`src/rtl/dec38_seq.sv`:
```
// dec38_seq: sequenced 3-to-8 one-hot decoder.
// Each accepted 3-bit code passes through a one-entry pending register and is
// then driven as a one-hot line on y for HOLD cycles. While one code is being
// driven, the next one can already wait in the pending register, so codes
// follow each other on y with no idle gap when HOLD >= 2.
//
// Handshake: a code transfers on a rising edge where in_valid && in_ready are
// both high. in_ready depends only on pend_full and rst and never on in_valid.
// The producer must hold in_code stable while in_valid is high and in_ready is
// low. Codes offered while in_ready is low are ignored and not stored.
module dec38_seq #(
    parameter int unsigned HOLD = 4
) (
    input  logic       clk,
    input  logic       rst,
    input  logic       in_valid,
    input  logic [2:0] in_code,
    output logic       in_ready,
    output logic [7:0] y,
    output logic       busy,
    output logic       done
);

    typedef enum logic {
        IDLE  = 1'b0,
        DRIVE = 1'b1
    } state_t;

    // The counter reloads to HOLD-1 so that a code is driven for exactly HOLD
    // cycles, counting down to zero on its final cycle.
    localparam logic [7:0] HOLD_M1 = 8'(HOLD - 1);

    state_t     state;
    state_t     state_nx;
    logic [2:0] pend_code;
    logic       pend_full;
    logic [2:0] act_code;
    logic [7:0] cnt;
    logic       accept;
    logic       load;
    logic       last_cycle;

    assign in_ready   = !pend_full && !rst;
    assign accept     = in_valid && in_ready;
    assign last_cycle = (state == DRIVE) && (cnt == 8'd0);

    // Next-state logic: move the pending code into the active register whenever
    // the decoder is idle or is finishing its current code.
    always_comb begin
        state_nx = state;
        load     = 1'b0;
        unique case (state)
            IDLE: begin
                if (pend_full) begin
                    state_nx = DRIVE;
                    load     = 1'b1;
                end
            end
            DRIVE: begin
                if (cnt == 8'd0) begin
                    if (pend_full) begin
                        state_nx = DRIVE;
                        load     = 1'b1;
                    end else begin
                        state_nx = IDLE;
                    end
                end
            end
            default: begin
                state_nx = IDLE;
            end
        endcase
    end

    // State, pending, active and hold-counter registers. A load and an accept
    // can never share an edge because a load needs pend_full=1, which holds
    // in_ready low.
    always_ff @(posedge clk) begin
        if (rst) begin
            state     <= IDLE;
            pend_full <= 1'b0;
            pend_code <= 3'd0;
            act_code  <= 3'd0;
            cnt       <= 8'd0;
        end else begin
            state <= state_nx;
            if (load) begin
                act_code  <= pend_code;
                cnt       <= HOLD_M1;
                pend_full <= 1'b0;
            end else begin
                if (state == DRIVE && cnt != 8'd0) begin
                    cnt <= cnt - 8'd1;
                end
                if (accept) begin
                    pend_code <= in_code;
                    pend_full <= 1'b1;
                end
            end
        end
    end

    // Outputs come from registers only, so there is no input-to-y path.
    always_comb begin
        busy = (state == DRIVE);
        done = last_cycle;
        y    = 8'h00;
        if (state == DRIVE) begin
            y = 8'h01 << act_code;
        end
    end

endmodule

```
`config.mk`:
```
export PLATFORM = sky130hd
export DESIGN_NAME = dec38_seq
export DESIGN_NICKNAME = d
export VERILOG_FILES = /design/src/rtl/dec38_seq.sv
export SDC_FILE = /design/constraint.sdc
export NUM_CORES = 1
export LEC_CHECK = 0
export ABC_AREA = 0
export CORE_MARGIN = 2
export CORE_UTILIZATION = 40
export CTS_CLUSTER_DIAMETER = 100
export DETAILED_ROUTE_END_ITERATION = 7
export PLACE_DENSITY = 0.76
export SETUP_SLACK_MARGIN = 0.4
export SYNTH_ARGS = -nofsm -noshare
export SYNTH_HDL_FRONTEND = slang
export SYNTH_SLANG_ARGS = --single-unit
```
`constraint.sdc`:
```
create_clock -name clk -period 2.9 [get_ports clk]
set_clock_uncertainty 0.15 [all_clocks]
set_input_delay 0.435 -clock clk [delete_from_list [all_inputs] [get_ports clk]]
set_output_delay 0.435 -clock clk [all_outputs]
set_load 0.02 [all_outputs]
```
# After elaboration in Yosys (flattened, before gate mapping)
# Index checks and enable logic that the tools add are counted.
[classes] muxes=8 bitwise=2 shift=1 n_reduce_logical=11 addsub=1
[op_table] cell="$logic_not 8->1" count=1
[op_table] cell="$mux 8" count=1
[op_table] cell="$reduce_bool 8->1" count=1
[op_table] cell="$shl 1x3->8 const A" count=1
[op_table] cell="$sub 8x1->8 const B" count=1
[op_table] cell="$logic_and 1x1->1" count=4
[op_table] cell="$mux 2" count=2
[op_table] cell="$pmux 1 s2" count=2
[op_table] cell="$mux 1" count=3
[op_table] cell="$logic_not 1->1" count=2
[op_table] cell="$not 1->1" count=2
[op_table] cell="$reduce_and 2->1" count=1
[op_table] cell="$reduce_bool 2->1" count=1
[op_table] cell="$reduce_or 2->1" count=1
[word_totals] out_inout_bits=11 ff_bits=16 in_bits=6

# Depth between registers and ports, before layout
# Gate-level depths: netlist of run 1.
[depth] ltp_word=5 depth_mapped=6 depth_no_buf=6

# Least setup slack after synthesis of run 1
# No wires, ideal clock.
[synth_path] path_kind="reg2out" start="register cnt[0]" end="output port done" path_buffers=0 required_ps=2315 t_arrival_ps=1513 stages_incl_launch_ff=5 path_slack_ps=802 path_cell_list="dfxtp_1 inv_1 ha_1 or3b_2 nor3_1"
[synth_between] elab_chain_len=2
[synth_rtl] element="start, declared" line="38" source="logic [7:0] cnt;"
[synth_rtl] element="start signal, assigned" line="93" source="cnt <= cnt - 8'd1;"
[synth_rtl] element="$logic_not 8->1" line="45" source="assign last_cycle = (state == DRIVE) && (cnt == 8'd0);"
[synth_rtl] element="$logic_and 1x1->1" line="45"
[synth_rtl] element="end, declared" line="21" source="output logic done"
# No other way between the ends.

# Worst setup path in the final report of run 1
# Same ends and word-level chain as after synthesis.

==> results of run 1 <==
sequential cells by signal, summed over array words and instances, names as in the netlist:
name,cells
act_code,3
busy,1
cnt,8
pend_code,3
pend_full,1
path summary, 6_finish.rpt:
check	from	end	slack, ns	cells past startpoint
setup / recovery	cnt[0]$_SDFFE_PP0P_	done	0.54	5
hold / removal	cnt[7]$_SDFFE_PP0P_	cnt[7]$_SDFFE_PP0P_	0.35	2
setup reg to reg	cnt[0]$_SDFFE_PP0P_	cnt[3]$_SDFFE_PP0P_	0.94	6
hold reg to reg	cnt[7]$_SDFFE_PP0P_	cnt[7]$_SDFFE_PP0P_	0.35	2
area by class of cell:
cell class | count | area, um2 | share of cell area
multi-input combinational | 68 | 417.9 | 0.4266
sequential | 16 | 320.3 | 0.3269
timing repair buffer | 17 | 162.7 | 0.1660
clock buffer | 4 | 36.28 | 0.03704
tap | 25 | 31.28 | 0.03193
inverter | 3 | 11.26 | 0.01149
metal layers:
metal / global-route usage / up-vias / routed length, um / part of all wire
met3: 0.05660 / 2 / 55 / 0.037
met5: 0 / - / 0 / 0
met2: 0.2108 / 10 / 667 / 0.45
met1: 0.2326 / 307 / 756 / 0.51
li1: - / 359 / - / -
met4: 0.03243 / 0 / 17 / 0.011
synth_stat cells (all sizes together):
master,instances,share of area
or3,2,0.016
nor3,4,0.026
or4,6,0.059
o21ai,3,0.020
a21oi,6,0.040
nand2,5,0.025
inv,3,0.015
o31ai,2,0.020
o21a,1,0.0099
o2111ai,1,0.020
nor2,18,0.089
or2,1,0.0083
ha,2,0.033
clkbuf,1,0.0049
nor2b,1,0.0083
a22oi,1,0.0099
a21o,1,0.0099
buf,1,0.0066
nor4b,2,0.023
dfxtp,16,0.42
or3b,1,0.012
mux2i,6,0.079
nand2b,4,0.033
a211oi,1,0.0099
logic make-up after synthesis:
logic type	after synthesis	synth area share
AND/OR/NAND/NOR	44	0.3003
AO/OA/AOI/OAI	16	0.1386
multiplexers	6	0.07921
adder cells (fa/ha/maj)	2	0.03300
buffers and inverters	5	0.02639
flip-flops	16	0.4224
tightest hold or removal path, delay by kind of cell, from the launching register on:
kind / cells / cell delay [ns]
flops: 1 / 0.34
compound gates: 2 / 0.12
power by group through the flow:
| stage | sequential, mW | clock, mW | combinational [mW] |
|---|---|---|---|
| finish | 0.263 | 0.144 | 0.155 |
| global route | 0.267 | 0.160 | 0.176 |
| CTS | 0.263 | 0.149 | 0.158 |
| detailed placement | 0.268 | 0 | 0.157 |
| global placement | 0.267 | 0 | 0.155 |
| floorplan | 0.265 | 0 | 0.116 |
what timing repair did:
| item | CTS | global route |
|---|---|---|
| endpoints found under the setup margin | 1 | 1 |
| hold endpoints to repair | 0 | 0 |
| gates resized for setup | 4 | 1 |
| hold buffers | 0 | 0 |
| setup buffers | 0 | 0 |
through the flow:
stage | setup WS [ns] | utilization | total power [mW] | instances
after floorplan | 0.8017 | - | 0.3802 | 89
after global placement | 0.4939 | 0.5376 | 0.4220 | 129
after detailed placement | 0.4137 | 0.5376 | 0.4246 | 129
after CTS | 0.4380 | 0.5589 | 0.5692 | 133
after global routing | 0.4197 | 0.5553 | 0.6026 | 133
final | 0.5398 | 0.5553 | 0.5627 | 133
==> flow_summary_export.csv, run 1 <==
group,metric,value,unit
pwr,switching_share,0.3124,
floorplan,die_y,47.54,um
placed_design,dp_hpwl,1151,um
logic_synthesis,synth_warnings,0,
setup_path,startpoint_type,"flip-flop",
pwr,irDropWorstVdd,0.0004814,V
drt,routedWlPerCell,11.26,um
grt,grt_overflow,0,
run,cap_viol_max_count,0,
grt,antenna_found_initial,0,
pwr,switchingPower,0.1758,mW
floorplan,dieArea,2260,um2
logic_synthesis,ys_seq_elements,16,
drt,dr.pass1.iters,4,
drt,viasPerCell,5.098,
timing,slew_viol_final,0,
pwr,p_int,0.3869,mW
setup_path,path_max_fanout,4,
floorplan,rows,15,
setup_path,crit_path_end_kind,"output port",
clock_tree,cts_root_buf,"clkbuf_4",
floorplan,io_pins,17,
placed_design,place_area,948.4,um2
finish,final_common_cell,"nor2_1",
pwr,powerDensity,574.3,nW/um2
logic_synthesis,yosysSeqAreaShare,0.4224,
pwr,power_frac_comb,0.276,
run_status,status,"complete, no violations",
clock_tree,numCtsBuffers,3,
setup_path,path_class,"flip-flop to output port",
floorplan,core,1764,um2
clock_tree,htreeDepth,1,
logic_synthesis,synth_cell_types,24,
grt,grt_start_max_net_pins,12,
clock_tree,cts_tree,"built",
drt,drcViolationCount,0,
timing,rsz0062_at_grt,"no",
logic_synthesis,syn_area,758.2,um2
drt,wl,1497,um
logic_synthesis,syn_inst,89,
clock_tree,clk_pin_slew_worst_paths,0.09,ns
setup_path,crit_chain,"inv_1 -> ha_1 -> or3b_2 -> nor3_1 -> buf_2",
setup_path,worstPathRequired,2.32,ns
timing,hold_ws,0.3539,ns
finish,nFillCells,174,
finish,finalNetCount,117,
timing,tightest_slew,0.5037,ns
timing,maxSlewHeadroom,0.6642,
drt,ant_nets,0,
finish,fin_area,979.7,um2
setup_path,worst-path-buf-inv,2,
floorplan,initial_core_util,0.4298,
placed_design,portBuffers,16,
clock_tree,cts_sinks,16,
grt,grt_usage,0.1543,
drt,drt_iter0_drc,16,
grt,grt_pass1_wl,2470,um
drt,vias,678,
finish,layout-drive-gt1-share,0.08333,
timing,setup_viol,0,
grt,grt_pass1_vias,558,
clock_tree,clock_latency,0.28,ns
timing,hold_viol,0,
pwr,p_seq_frac,0.467,
finish,most-common-layout-cells,"nor2_1 (18), dfxtp_1 (16), clkdlybuf4s50_1 (15)",
finish,areaGrowthSynthToFinish,29.21,%
timing,tns,0,ns
finish,diodes,0,
setup_path,cp_slowest_cell,"or3b_2",
logic_synthesis,syn_area_per_cell,8.519,um2
timing,final.period_utilization,0.8139,
setup_path,path_delay_family,"simple AND/OR/NAND/NOR gates",
logic_synthesis,synth_fp_nets,97,
setup_path,arrival,1.78,ns
timing,fin_crit,2.360,ns
floorplan,floorplan.die.width,47.54,um
pwr,clkPwrFrac,0.256,
pwr,p_leak,0.3687,nW
timing,max_freq,0.4237,GHz
worst_hold_path,min_path_type,"flip-flop to flip-flop",
setup_path,critPathMaxStageDelay,0.50,ns
placed_design,place_congestion,0.7507,
clock_tree,cts_buffer_depth,2,
Power figures use the tool's default switching activity.
==> run 2, diff against run 1 <==
==> constraint.sdc (replaced) <==
create_clock -name clk -period 2.3 [get_ports clk]
set_clock_uncertainty 0.15 [all_clocks]
set_input_delay 0.345 -clock clk [delete_from_list [all_inputs] [get_ports clk]]
set_output_delay 0.345 -clock clk [all_outputs]
set_load 0.02 [all_outputs]
==> run 2 against run 1 <==
Against the previous run:
- critical path depth shrank 2
- sequential cell count is the same
- via count grew 12%
- final cell count grew 5.3%
- routed wire length grew 31%
- global-route usage grew 2.4 points
- non-clock buffer count grew 7
- critical endpoint unchanged
- largest power group unchanged
- highest routed layer unchanged
==> flow_summary_export.csv, run 2 (synthesis gave the netlist of run 1 again) <==
group,metric,value,unit
setup_path,crit_chain,"or4_4 -> nor3_2 -> buf_4",
floorplan,floorplan.die.width,47.54,um
drt,drt_iter0_drc,19,
worst_hold_path,min_path_type,"flip-flop to flip-flop",
pwr,irDropWorstVdd,0.0003947,V
drt,wl,1958,um
clock_tree,cts_tree,"built",
setup_path,path_class,"flip-flop to output port",
finish,multi_input_area,493.0,um2
clock_tree,numCtsBuffers,3,
grt,antenna_found_initial,0,
timing,hold_viol,0,
timing,tightest_slew,0.3439,ns
run,cap_viol_max_count,0,
clock_tree,cts_sinks,16,
floorplan,die_y,47.54,um
drt,drcViolationCount,0,
timing,max_freq,0.4993,GHz
drt,routedWlPerCell,13.99,um
pwr,p_leak,0.4577,nW
floorplan,dieArea,2260,um2
setup_path,arrival,1.51,ns
timing,maxSlewHeadroom,0.7702,
setup_path,worst-path-buf-inv,1,
floorplan,core,1764,um2
finish,top_register,"cnt",
timing,setup_viol,0,
timing,slew_viol_final,0,
drt,vias,758,
floorplan,io_pins,17,
placed_design,place_congestion,0.7918,
setup_path,worstPathRequired,1.80,ns
floorplan,rows,15,
finish,finalNetCount,124,
placed_design,portBuffers,16,
floorplan,initial_core_util,0.4298,
clock_tree,clock_latency,0.30,ns
setup_path,path_max_fanout,5,
pwr,power,0.8379,mW
finish,final_common_cell,"nor2_1",
timing,final.period_utilization,0.8708,
pwr,powerDensity,755.0,nW/um2
grt,grt_start_max_net_pins,12,
finish,diodes,0,
finish,regArea,327.8,um2
finish,top_regs,"cnt: 8 flops, act_code: 3 flops, pend_code: 3 flops",
finish,most-common-layout-cells,"nor2_1 (18), dfxtp_1 (12), dlygate4sd2_1 (7)",
drt,dr.pass1.iters,4,
grt,grt_pass1_wl,2677,um
finish,layout-drive-gt1-share,0.2957,
setup_path,crit_path_end_kind,"output port",
clock_tree,clk_pin_slew_worst_paths,0.10,ns
timing,fin_crit,2.003,ns
clock_tree,cts_root_buf,"clkbuf_4",
clock_tree,cts_buffer_depth,2,
clock_tree,holdBufCountCts,0,
finish,nFillCells,162,
setup_path,path_delay_family,"simple AND/OR/NAND/NOR gates",
drt,ant_nets,0,
timing,tns,0,ns
finish,areaGrowthSynthToFinish,46.37,%
setup_path,cp_slowest_cell,"or4_4",
setup_path,critPathMaxStageDelay,0.54,ns
clock_tree,htreeDepth,1,
run_status,status,"complete, no violations",
drt,viasPerCell,5.414,
grt,grt_pass1_vias,626,
timing,rsz0062_at_grt,"yes",
grt,grt_overflow,0,
grt,grt_usage,0.1787,
placed_design,dp_hpwl,1322,um
finish,largest_register_ffs,8,
setup_path,startpoint_type,"flip-flop",
==> run 2: power breakdown <==
part           internal, mW  switching [mW]  leakage [nW]
logic                 0.152           0.152         0.304
clock network        0.0967          0.0983        0.0210
registers             0.306          0.0321         0.132
total                 0.555           0.283         0.458
==> run 2: final timing paths <==
| path | startpoint | endpoint | slack (ns) | cells after the start |
|---|---|---|---|---|
| min | pend_code[1]$_SDFFE_PP0P_ | act_code[1]$_SDFFE_PP0P_ | 0.36 | 2 |
| max | cnt[2]$_SDFFE_PP0P_ | done | 0.30 | 3 |
| min reg2reg | pend_code[1]$_SDFFE_PP0P_ | act_code[1]$_SDFFE_PP0P_ | 0.36 | 2 |
| max reg2reg | cnt[2]$_SDFFE_PP0P_ | cnt[7]$_SDFFE_PP0P_ | 0.41 | 4 |
==> run 2: timing repair <==
| item | CTS | global route |
|---|---|---|
| buffers inserted | 0 | 1 |
| endpoints found under the setup margin | 14 | 8 |
| gates resized for setup | 21 | 24 |
| pin swaps | 2 | 4 |
==> run 2: stage by stage <==
stage,setup slack (ns),cell area [um2],utilization,hold WS [ns],cells
finish,0.2972,1110,0.6291,0.3559,140
floorplan,0.4621,763.2,-,0.3096,89
CTS,0.2669,1044,0.5915,0.3476,139
global route,0.2608,1110,0.6291,0.3757,140
global placement,0.1183,998.5,0.5660,0.3207,135
detailed placement,0.08335,998.5,0.5660,0.3279,135
==> run 2: tightest hold or removal path, cell delays in order, from the launching register on <==
cell	delay, ns
dfxtp_1	0.34
mux2i_1	0.06
nor2_1	0.07
==> run 2: per-layer routing <==
metal | share of wire | routed length [um] | vias to the layer above | GRT usage
met3 | 0.045 | 88 | 5 | 0.03396
met4 | 0.034 | 67 | 0 | 0.1622
met2 | 0.47 | 922 | 25 | 0.2541
met5 | 0 | 0 | - | 0
met1 | 0.45 | 880 | 357 | 0.2263
li1 | - | - | 371 | -
==> run 2: layout make-up <==
cell class              count  area share
clock buffers               4     0.03269
flip-flops and latches     16      0.2954
inverters                   3     0.01015
multi-input cells          68      0.4442
well taps                  25     0.02819
repair buffers             24      0.1894
